File: src/rtl/div_freq_pkg.sv
// Shared constants and helpers for the multi-channel programmable frequency divider.
package div_freq_pkg;

  // 25 MHz board clock down to a 1 Hz blink.
  localparam int unsigned BOARD_1HZ_DIV = 25_000_000;
  localparam int unsigned DEFAULT_DIV   = BOARD_1HZ_DIV;

  // Width of the channel-select field; never narrower than one bit.
  function automatic int SEL_W(input int n);
    return (n <= 1) ? 1 : $clog2(n);
  endfunction

endpackage

File: src/rtl/div_freq_chan.sv
// One divider channel: counter, shadow/active divisor pair and registered clk/tick outputs.
module div_freq_chan
  import div_freq_pkg::*;
#(
  parameter int          W        = 32,
  parameter int unsigned INIT_DIV = DEFAULT_DIV
) (
  input  logic         clk_i,
  input  logic         rst_i,
  input  logic         en_i,
  input  logic         sync_i,
  input  logic         we_i,
  input  logic [W-1:0] div_i,
  output logic         clk_o,
  output logic         tick_o,
  output logic         busy_o
);

  localparam logic [W-1:0] INIT_VAL = W'(INIT_DIV);

  logic [W-1:0] r_ctr;
  logic [W-1:0] r_div_act;
  logic [W-1:0] r_div_shd;
  logic         r_pend;
  logic         r_clk;
  logic         r_tick;

  logic         w_stopped;
  logic         w_wrap;
  logic         w_apply;
  logic         w_pend_next;
  logic [W-1:0] w_shd_next;

  // A divisor of zero parks the channel; >= keeps a shrunken divisor from skipping the wrap.
  assign w_stopped   = (r_div_act == '0);
  assign w_wrap      = en_i && !w_stopped && (r_ctr >= r_div_act - W'(1));
  assign w_shd_next  = we_i ? div_i : r_div_shd;
  assign w_pend_next = we_i | r_pend;
  // A write on the wrap edge takes effect at once; a parked channel picks it up one edge later.
  assign w_apply     = (w_wrap && w_pend_next) || (w_stopped && r_pend);

  always_ff @(posedge clk_i) begin
    if (rst_i) begin
      r_ctr     <= '0;
      r_div_act <= INIT_VAL;
      r_div_shd <= INIT_VAL;
      r_pend    <= 1'b0;
      r_clk     <= 1'b1;
      r_tick    <= 1'b0;
    end else if (sync_i) begin
      r_ctr     <= '0;
      r_clk     <= 1'b1;
      r_tick    <= 1'b0;
      r_div_shd <= w_shd_next;
      r_pend    <= 1'b0;
      if (w_pend_next) begin
        r_div_act <= w_shd_next;
      end
    end else begin
      if (w_wrap) begin
        r_ctr  <= '0;
        r_tick <= 1'b1;
        r_clk  <= ~r_clk;
      end else if (en_i && !w_stopped) begin
        r_ctr  <= r_ctr + W'(1);
        r_tick <= 1'b0;
      end else begin
        r_tick <= 1'b0;
        if (w_stopped) begin
          r_ctr <= '0;
        end
      end
      r_div_shd <= w_shd_next;
      if (w_apply) begin
        r_div_act <= w_shd_next;
        r_pend    <= 1'b0;
      end else begin
        r_pend <= w_pend_next;
      end
    end
  end

  assign clk_o  = r_clk;
  assign tick_o = r_tick;
  assign busy_o = r_pend;

  a_ctr_below_div : assert property (@(posedge clk_i) disable iff (rst_i)
    (r_div_act == '0) || (r_ctr < r_div_act));

endmodule

File: src/rtl/div_freq_multi.sv
// Multi-channel programmable divider: decodes the shared write port and replicates the channel.
module div_freq_multi
  import div_freq_pkg::SEL_W;
#(
  parameter int          CHANNELS    = 4,
  parameter int          W           = 32,
  parameter int unsigned DEFAULT_DIV = div_freq_pkg::DEFAULT_DIV
) (
  input  logic                       clk_i,
  input  logic                       rst_i,
  input  logic [CHANNELS-1:0]        en_i,
  input  logic                       sync_i,
  input  logic                       we_i,
  input  logic [SEL_W(CHANNELS)-1:0] sel_i,
  input  logic [W-1:0]               div_i,
  output logic [CHANNELS-1:0]        clk_o,
  output logic [CHANNELS-1:0]        tick_o,
  output logic [CHANNELS-1:0]        busy_o
);

  localparam int SW = SEL_W(CHANNELS);

  logic [CHANNELS-1:0] w_we;

  // Select values with no matching channel simply decode to no write enable.
  for (genvar c = 0; c < CHANNELS; c++) begin : g_chan
    assign w_we[c] = we_i && (sel_i == SW'(c));

    div_freq_chan #(
      .W       (W),
      .INIT_DIV(DEFAULT_DIV)
    ) u_chan (
      .clk_i (clk_i),
      .rst_i (rst_i),
      .en_i  (en_i[c]),
      .sync_i(sync_i),
      .we_i  (w_we[c]),
      .div_i (div_i),
      .clk_o (clk_o[c]),
      .tick_o(tick_o[c]),
      .busy_o(busy_o[c])
    );
  end

endmodule

File: config.mk
export PLATFORM = sky130hd
export DESIGN_NAME = div_freq_multi
export DESIGN_NICKNAME = d
export VERILOG_FILES = /design/src/rtl/div_freq_pkg.sv /design/src/rtl/div_freq_chan.sv /design/src/rtl/div_freq_multi.sv
export SDC_FILE = /design/constraint.sdc
export NUM_CORES = 1
export LEC_CHECK = 0
export ABC_CLOCK_PERIOD_IN_PS = 6600
export BUFFER_PORTS_ARGS = -buffer_cell sky130_fd_sc_hd__buf_2
export CAP_MARGIN = 20
export CORE_AREA = 2 2 129 257
export DETAILED_ROUTE_END_ITERATION = 12
export DIE_AREA = 0 0 131 259
export HOLD_SLACK_MARGIN = 0.12
export PLACE_DENSITY = 0.8
export REMOVE_ABC_BUFFERS = 1
export SLEW_MARGIN = 20
export SYNTH_ARGS = -nofsm -noshare
export SYNTH_HDL_FRONTEND = slang
export SYNTH_SLANG_ARGS = --single-unit
File: constraint.sdc
create_clock -name clk_i -period 6.6 [get_ports clk_i]
set_input_delay 0 -clock clk_i [delete_from_list [all_inputs] [get_ports clk_i]]
set_output_delay 0 -clock clk_i [all_outputs]
set_load 0.005 [all_outputs]
==> Implementation_results.wiki, run 1 <==
{| class="wikitable"
! Metric !! Value
|-
| Number of cells upsized or downsized after cts || 0
|-
| Antenna Violating Nets Remaining || 0
|-
| Number of input and output port buffers inserted || 53
|-
| Total of max-cap violations || 0
|-
| Cell variety after synth || between 60 and 70
|-
| Delay of the slowest cell on the worst path || 0.69 ns
|-
| Number of buffers created by CTS || 35
|-
| Total standard cell area after synthesis || 19900 um2
|-
| Setup crit end kind || flip-flop
|-
| Data required time at the worst endpoint || 7.01 ns
|-
| Reg clk slew, reported paths || 0.07 ns
|-
| Final core utilization || roughly 69%
|-
| Clock latency on the worst-skew pair || 0.53 ns
|-
| CTS tree || done
|-
| RSZ-0062 raised after global routing || false
|-
| DRC viols || 0
|-
| Flip-flop cell with the highest count after synthesis || dfxtp_1
|-
| Cell Int Power || approximately 3.8 mW
|-
| Critical Path, Cell by Cell || nor4_1 -> nand4_1 -> or3_1 -> or3_1 -> nor3_1 -> nand2b_1 -> nor4_1 -> xnor2_1 -> ha_1 -> nand4_1 -> nor4_1 -> nand2_1 -> o211ai_1 -> nand3b_1 -> a21oi_2 -> buf_4 -> mux2_2
|-
| Number of max-slew violations in the final report || 0
|-
| Number of clock sinks || 396
|-
| Final hold violation count || 0
|-
| Most common cell after layout, fill and taps aside || dfxtp_1
|-
| Highest-count cells in the layout ignoring fill and taps || dfxtp_1 (396), nand2_1 (362), nor2_1 (243)
|-
| Antenna violations before repair || 0
|-
| Crit start category || flip-flop
|-
| Max FO, Critical Path || 32
|-
| Critical setup path kind || flip-flop to flip-flop
|-
| Total of warnings raised by yosys || 0
|-
| Half-perimeter wire length after detailed placement || ~35 mm
|-
| Register bit total from synthesis || just under 400
|-
| Grt ovf || 0
|-
| Routability congestion estimate from global placement || 0.901
|-
| Vias in the first global route || approximately 16000
|-
| Vias per cell || 5.81
|-
| Worst-Margin Slew || 0.987 ns
|-
| IR Drop Worst-Case VDD || 0.000220 V
|-
| Die outline height || 259 um
|-
| Clock period minus worst slack || 5.39 ns
|-
| Total power divided by cell area || around 230 nW/um2
|-
| GRT Resource Usage Total || 28.6%
|-
| Number of nets in the final layout || 2526
|-
| Total of endpoints with negative setup slack in the final report || 0
|-
| Wire length of the first global-routing pass || slightly below 80 mm
|-
| Number of DRC markers after the initial detailed-route iteration || slightly above 800
|-
| Detailed Route WL || 48.1 mm
|-
| Leakage power || 8.67 nW
|-
| Most frequent cell on the critical path || nor4_1
|-
| Count of H-tree levels built during CTS || 2
|-
| Setup_tns || 0 ns
|-
| Vias after detailed routing || 16300
|-
| Async S/R FF share, synth || 0%
|-
| Status || finished, final reports clean
|-
| Library cell contributing the largest single delay on the critical path || nor4_1
|-
| Clock share of power || ~45%
|-
| Fraction of layout instances using a drive strength above 1 || under 10%
|-
| Signed area change from the synthesized netlist to the final layout || 10.7%
|-
| Cell chosen for the clock root || clkbuf_16
|-
| Upper clock frequency limit || 186 MHz
|-
| Iteration count of the initial detailed-routing pass || 5
|-
| Syn avg cell area || 8.63 um2
|-
| Slew headroom || about a third
|-
| Proportion of power drawn by flip-flops and latches || ~49%
|-
| Critical Path AT || about 5.8 ns
|-
| Ports placed on the boundary || 54
|-
| # diodes || 0
|-
| Portion of the post-synthesis area used by sequential elements || 39.8%
|-
| Standard cell core area || 32000 um2
|-
| Hold Crit Class || input port to flip-flop
|-
| Average routed wire per standard cell || 17.2 um
|-
| Die footprint || approximately 34000 um2
|-
| Final Skew || 0.0101 ns
|-
| Period utilisation layout || 81.6%
|-
| Maximum number of pins on one net before global-route repair || 86
|-
| Overall die width || approximately 130 um
|-
| P_sw || 1.14 mW
|-
| Effective utilization at floorplan || roughly 62%
|-
| Switching share of total power || 23.0%
|-
| Cell row count || 93
|-
| Number of standard cells after synthesis || 2308
|-
| Number of enable-type register cells in the synthesized netlist || 0
|-
| Part of the total power dissipated in combinational logic || 5.9%
|-
| Maximum count of clock buffers along a single path || 3
|}
## worst paths after layout
path	to	cells past startpoint	slack, ns	start
worst max register to register	g_chan[2].u_chan.r_div_act[0]	17	1.21	g_chan[2].u_chan.r_div_act[2]
worst min-delay path	g_chan[0].u_chan.r_div_shd[10]	5	0.16	sel_i[0]
worst min register to register	g_chan[2].u_chan.r_div_shd[7]	2	0.46	g_chan[2].u_chan.r_div_shd[7]
worst max-delay path	g_chan[2].u_chan.r_div_act[0]	17	1.21	g_chan[2].u_chan.r_div_act[2]
## Yosys cell counts, types with 4 or more instances
cell type	count	area, um2
dfxtp_1	396	7930
nand2_1	362	1360
nor2_1	244	916
a21oi_1	155	776
ha_1	136	1700
xnor2_1	129	1130
xor2_1	115	1010
clkbuf_1	83	312
nand3_1	53	265
nor3_1	53	265
inv_1	51	191
mux2_2	48	541
nand4_1	46	288
nand3b_1	44	330
nor2b_1	43	269
a22o_1	36	315
and3_1	29	181
nor4_1	29	181
o21ai_0	26	130
a211oi_1	17	128
or2_2	16	100
buf_4	15	113
or3_1	15	93.8
or4_1	15	113
a21o_1	14	105
and3b_1	13	114
and4_1	13	114
nand2b_1	13	81.3
a2bb2oi_1	12	105
a311oi_1	12	105
buf_2	8	40.0
and2_1	7	43.8
o2bb2ai_1	7	61.3
a221oi_1	4	35.0
a31oi_1	4	25.0
mux2i_1	4	40.0
## kinds of logic after synthesis
logic type	synth area share, %
compound gates	9.90
mux	2.97
fa+ha+maj	8.55
flops	39.8
xor+xnor	10.7
simple gates	24.6
buf+inv	3.42
## final cells by class
| cell class | count | area [um2] |
|---|---|---|
| sequential | 396 | 7930 |
| tap | 427 | 534 |
| multi-input combinational | 1752 | 11300 |
| fill | 2501 | 9960 |
| clock buffer | 44 | 1010 |
| clock inverter | 18 | 238 |
| timing repair buffer | 112 | 815 |
| inverter | 51 | 191 |
## per-layer routing
metal / global-route usage, % / vias to the layer above / share of wire (%)
li1: - / 8012 / -
met1: 31.6 / 7768 / 38
met2: 50.6 / 325 / 50
met5: 0 / - / 0
met4: 19.1 / 0 / 7.6
met3: 3.05 / 150 / 3.6
## per-stage QoR
step,power (mW),cell area (um2),hold slack (ns),instances,worst slack (ns)
2_1_floorplan,2.66,19400,0.0771,2199,0.875
3_3_place_gp,2.77,20400,0.357,2697,1.35
3_5_place_dp,2.78,20400,0.364,2698,1.29
4_1_cts,5.00,22000,0.142,2800,1.25
5_1_grt,5.11,22000,0.186,2800,0.756
6_report,4.97,22000,0.159,2800,1.21
## critical path: cells and delay by family (launching register included)
kind | cells | cell delay, ns
xor gates and xnor gates | 1 | 0.12
adders and majority gates | 1 | 0.33
DFF | 1 | 0.35
muxes | 1 | 0.39
buffers and inverters | 1 | 0.38
AOI/OAI and AO/OA | 2 | 0.34
and+or+nand+nor | 11 | 3.34
## state kept, by name (all words and copies together), names as in the netlist
signal                   flops
g_chan.u_chan.r_ctr        128
g_chan.u_chan.r_div_act    128
g_chan.u_chan.r_div_shd    128
g_chan.u_chan.busy_o         4
g_chan.u_chan.clk_o          4
g_chan.u_chan.tick_o         4
## power by group through the flow
stage / combinational (mW) / sequential [mW] / clock [mW]
after floorplan: 0.152 / 2.50 / 0
after global placement: 0.259 / 2.51 / 0
after detailed placement: 0.269 / 2.51 / 0
after CTS: 0.290 / 2.46 / 2.25
after global routing: 0.319 / 2.46 / 2.33
final: 0.292 / 2.46 / 2.22
## repair_timing
action | in CTS | in global routing
hold buffers | 40 | 0
hold endpoints to repair | 285 | 0
setup buffers | 0 | 0
Power figures use the tool's default switching activity.
==> inputs of run 2 (changes only) <==
--- a/config.mk
+++ b/config.mk
@@ -5,12 +5,13 @@
 export SDC_FILE = /design/constraint.sdc
 export NUM_CORES = 1
 export LEC_CHECK = 0
-export ABC_CLOCK_PERIOD_IN_PS = 6600
+export ABC_AREA = 1
+export ABC_CLOCK_PERIOD_IN_PS = 5220
 export BUFFER_PORTS_ARGS = -buffer_cell sky130_fd_sc_hd__buf_2
 export CAP_MARGIN = 20
-export CORE_AREA = 2 2 129 257
+export CORE_AREA = 2 2 136 270
 export DETAILED_ROUTE_END_ITERATION = 12
-export DIE_AREA = 0 0 131 259
+export DIE_AREA = 0 0 138 272
 export HOLD_SLACK_MARGIN = 0.12
 export PLACE_DENSITY = 0.8
 export REMOVE_ABC_BUFFERS = 1
==> constraint.sdc (replaced) <==
create_clock -name clk_i -period 5.22 [get_ports clk_i]
set_input_delay 0 -clock clk_i [delete_from_list [all_inputs] [get_ports clk_i]]
set_output_delay 0 -clock clk_i [all_outputs]
set_load 0.005 [all_outputs]
==> Implementation_results.wiki, run 2 <==
{| class="wikitable"
! Metric !! Value
|-
| Status || finished, final reports clean
|-
| Die outline height || 272 um (+5.0%)
|-
| Worst setup timing slack at the placement stage || 0.645 ns (-0.641 ns)
|-
| Number of clock sinks || 396 (unchanged)
|-
| Hold Path Sink || g_chan[1].u_chan.r_ctr[0]
|-
| Top flop regs || g_chan.u_chan.r_ctr x128, g_chan.u_chan.r_div_act x128, g_chan.u_chan.r_div_shd x128
|-
| Number of buffers created by CTS || 36 (+2.9%)
|-
| Crit start category || flip-flop
|-
| Iteration count of the initial detailed-routing pass || 6 (+1)
|-
| DRC viols || 0 (unchanged)
|-
| Antenna violations before repair || 0 (unchanged)
|-
| Portion of the post-synthesis area used by sequential elements || 35.5% (-4.3 points)
|-
| Most common cell after layout, fill and taps aside || nand2_1
|-
| Worst-Margin Slew || 1.07 ns (+0.0803 ns)
|-
| Launching point of the worst reg2reg path || g_chan[2].u_chan.r_div_act[2]
|-
| Total of max-cap violations || 0 (unchanged)
|-
| Total power divided by cell area || 276 nW/um2 (+23%)
|-
| Mux cell area share after synthesis || 3.59% (+0.62 points)
|-
| Flip-flop cell with the highest count after synthesis || dfxtp_1
|-
| Vias per cell || 5.60 (-3.6%)
|-
| Vias after detailed routing || 20000 (+23%)
|-
| Vias in the first global route || 19600 (+21%)
|-
| Die footprint || 37500 um2 (+11%)
|-
| Number of max-slew violations in the final report || 0 (unchanged)
|-
| Signed area change from the synthesized netlist to the final layout || 9.14%
|-
| Placed instance count || 3470 (+29%)
|-
| Detailed Route WL || 57.4 mm (+19%)
|-
| Largest cells by area after synthesis || dfxtp_1 (36%), nand2_1 (10%), nor2_1 (8.3%)
|-
| RR Endpoint || g_chan[2].u_chan.r_div_act[14]
|-
| Upper clock frequency limit || 214 MHz (+15%)
|-
| Async S/R FF share, synth || 0% (unchanged)
|-
| Critical setup path kind || flip-flop to flip-flop
|-
| Non-filler instance count after layout || 3575 (+28%)
|-
| Cell row count || 98 (+5.4%)
|-
| Maximum count of clock buffers along a single path || 3 (unchanged)
|-
| Clock latency on the worst-skew pair || 0.54 ns (about the same)
|-
| Hold depth || 4 (-1)
|-
| Average routed wire per standard cell || 16.0 um (-6.5%)
|-
| Period utilisation layout || 89.5% (+7.9 points)
|-
| Max FO, Critical Path || 53 (+66%)
|-
| Reg clk slew, reported paths || 0.07 ns (about the same)
|-
| Most instantiated library cell after synthesis || nand2_1
|-
| Effective utilization at floorplan || 62.8% (+0.55 points)
|-
| Grt ovf || 0 (unchanged)
|-
| Leakage power || 10.2 nW (+18%)
|-
| Final Skew || 0.0130 ns (+0.00287 ns)
|-
| Hold slack || 0.155 ns (-0.00450 ns)
|-
| Xor-xnor portion of the synthesized cell area || 7.06% (-3.7 points)
|-
| Share of Yosys cell area claimed by the top area cell type || 35.5% (-4.3 points)
|-
| Standard cell core area || 35600 um2 (+11%)
|-
| Clock period minus worst slack || 4.67 ns (-0.715 ns)
|-
| Number of input and output port buffers inserted || 53 (unchanged)
|-
| Number of nets in the final layout || 3279 (+30%)
|-
| Compound-cell area share of the yosys netlist || 6.77% (-3.1 points)
|-
| Highest-count cells in the layout ignoring fill and taps || nand2_1 (598), nor2_1 (496), dfxtp_1 (396)
|-
| Cell chosen for the clock root || clkbuf_16
|-
| RSZ-0062 raised after global routing || false
|-
| Final hold violation count || 0 (unchanged)
|-
| Dominant cell type by area after synthesis || dfxtp_1
|-
| IR Drop Worst-Case VDD || 0.000275 V (+25%)
|-
| Critical Path AT || 5.06 ns (-0.74 ns)
|-
| Top cells by instance count after synthesis || nand2_1 (598), nor2_1 (496), dfxtp_1 (396)
|-
| Final Worst Setup Slack || 0.548 ns (-0.665 ns)
|-
| GRT Resource Usage Total || 29.9% (+1.3 points)
|-
| Half-perimeter wire length after detailed placement || 43.3 mm (+24%)
|-
| Number of DRC markers after the initial detailed-route iteration || 1221 (+47%)
|-
| R2R Setup Slk || 0.55 ns (-0.67 ns)
|-
| Hold Crit Class || input port to flip-flop
|-
| Cell variety after synth || 50 (-26%)
|-
| Count of H-tree levels built during CTS || 2 (unchanged)
|-
| Maximum number of pins on one net before global-route repair || 90 (+4.7%)
|-
| Total of endpoints with negative setup slack in the final report || 0 (unchanged)
|-
| Total chip power || 6.73 mW (+35%)
|-
| Wire length of the first global-routing pass || 93.4 mm (+20%)
|-
| Fraction of layout instances using a drive strength above 1 || 6.40% (-2.7 points)
|-
| Overall die width || 138 um (+5.3%)
|-
| Setup crit end kind || flip-flop
|-
| Cell depth of the worst flop-to-flop path || 21 (+4)
|-
| Number of enable-type register cells in the synthesized netlist || 0 (unchanged)
|-
| Hold path startpoint || sync_i
|-
| Register bit total from synthesis || 396 (unchanged)
|-
| Post-synthesis adder-cell area fraction || 7.62% (-0.92 points)
|-
| Total of warnings raised by yosys || 0 (unchanged)
|-
| Total standard cell area after synthesis || 22300 um2 (+12%)
|-
| Area share of and/or/nand/nor cells after synthesis || 32.5% (+7.9 points)
|-
| Ports placed on the boundary || 54 (unchanged)
|-
| Number of cells upsized or downsized after cts || 0 (unchanged)
|-
| Routability congestion estimate from global placement || 1.01 (+12%)
|-
| Slew headroom || 28.7% (-5.5 points)
|-
| Number of standard cells after synthesis || 3072 (+33%)
|-
| Syn avg cell area || 7.27 um2 (-16%)
|-
| Main combinational cell family by area after synthesis || simple AND/OR/NAND/NOR gates
|-
| Data required time at the worst endpoint || 5.61 ns (-1.40 ns)
|-
| Antenna Violating Nets Remaining || 0 (unchanged)
|-
| CTS tree || done
|}
==> run 2: cell types whose count changed after synthesis, sizes merged, moves of 37 or more <==
cell,before,now
nor3,55,99
nor2b,43,0
xnor2,129,64
inv,51,252
nand2,363,610
buf,26,70
clkbuf,83,46
nand3,54,222
mux2i,4,80
nor2,244,519
o21ai,26,79
mux2,49,0
==> run 2: power by group <==
group	internal (mW)	switching [mW]	total, mW
clock network	1.70	1.19	2.89
registers	3.10	0.0697	3.17
logic	0.235	0.433	0.668
==> run 2: cells by family (layout without fill, tap and decap cells) <==
logic type      Yosys count  in the layout
mux                      80             80
simple gates           1626           1626
fa+ha+maj               136            136
other cells               0              1
compound gates          285            285
xor+xnor                180            180
flops                   396            396
buf+inv                 369            421
==> run 2: worst max-delay path by stage <==
stage	from	end	slack, ns	depth (start not counted)
2_1_floorplan	sel_i[0]	g_chan[3].u_chan.r_div_act[11]	-0.11	7
3_3_place_gp	g_chan[2].u_chan.r_div_act[2]	g_chan[2].u_chan.r_div_act[11]	0.82	21
3_5_place_dp	g_chan[2].u_chan.r_div_act[2]	g_chan[2].u_chan.r_div_act[12]	0.65	21
4_1_cts	g_chan[2].u_chan.r_div_act[2]	g_chan[2].u_chan.r_div_act[18]	0.62	21
5_1_grt	g_chan[2].u_chan.r_div_act[2]	g_chan[2].u_chan.r_div_act[24]	0.20	21
6_report	g_chan[2].u_chan.r_div_act[2]	g_chan[2].u_chan.r_div_act[14]	0.55	21
==> run 2: layout make-up <==
type / count / area, um2
diodes: 1 / 2.50
well taps: 450 / 563
flip-flops and latches: 396 / 7930
repair buffers: 107 / 778
inverters: 253 / 955
fillers: 3013 / 11200
multi-input cells: 2307 / 12900
clock inverters: 17 / 277
clock buffers: 44 / 992
==> run 2: routing by layer <==
metal / track usage (%) / vias up / share of wire (%)
met3: 2.65 / 202 / 2.7
met1: 30.1 / 9262 / 37
li1: - / 10100 / -
met4: 20.2 / 0 / 7.3
met5: 0 / - / 0
met2: 57.7 / 447 / 53
==> run 2: what timing repair did <==
action	in CTS	in global routing
endpoints found under the hold margin	253	0
hold buffers	43	0
setup buffers	0	0
==> run 2: per-stage QoR <==
stage	setup TNS [ns]	instance area [um2]	util, %
after CTS	0	24400	68.5
after global routing	0	24400	68.5
after global placement	0	22700	63.7
after detailed placement	0	22700	63.7
after floorplan	-1.34	21700	-
final	0	24400	68.5
==> run 2: critical path: stages, from the launching register on <==
cell,delay [ns]
dfxtp_1,0.35
nor2_1,0.10
nand2_1,0.08
nor3_1,0.24
nand2_1,0.10
nor2_1,0.36
nand3_1,0.27
nor3b_1,0.36
nand2_1,0.11
xor2_1,0.16
ha_1,0.29
nand2_1,0.08
nor2_1,0.18
nand4_1,0.17
nor4_1,0.53
nand2_1,0.11
nand2_1,0.18
nand2_8,0.10
nand2_8,0.26
nand2_2,0.25
nand2_1,0.14
nand3_1,0.07
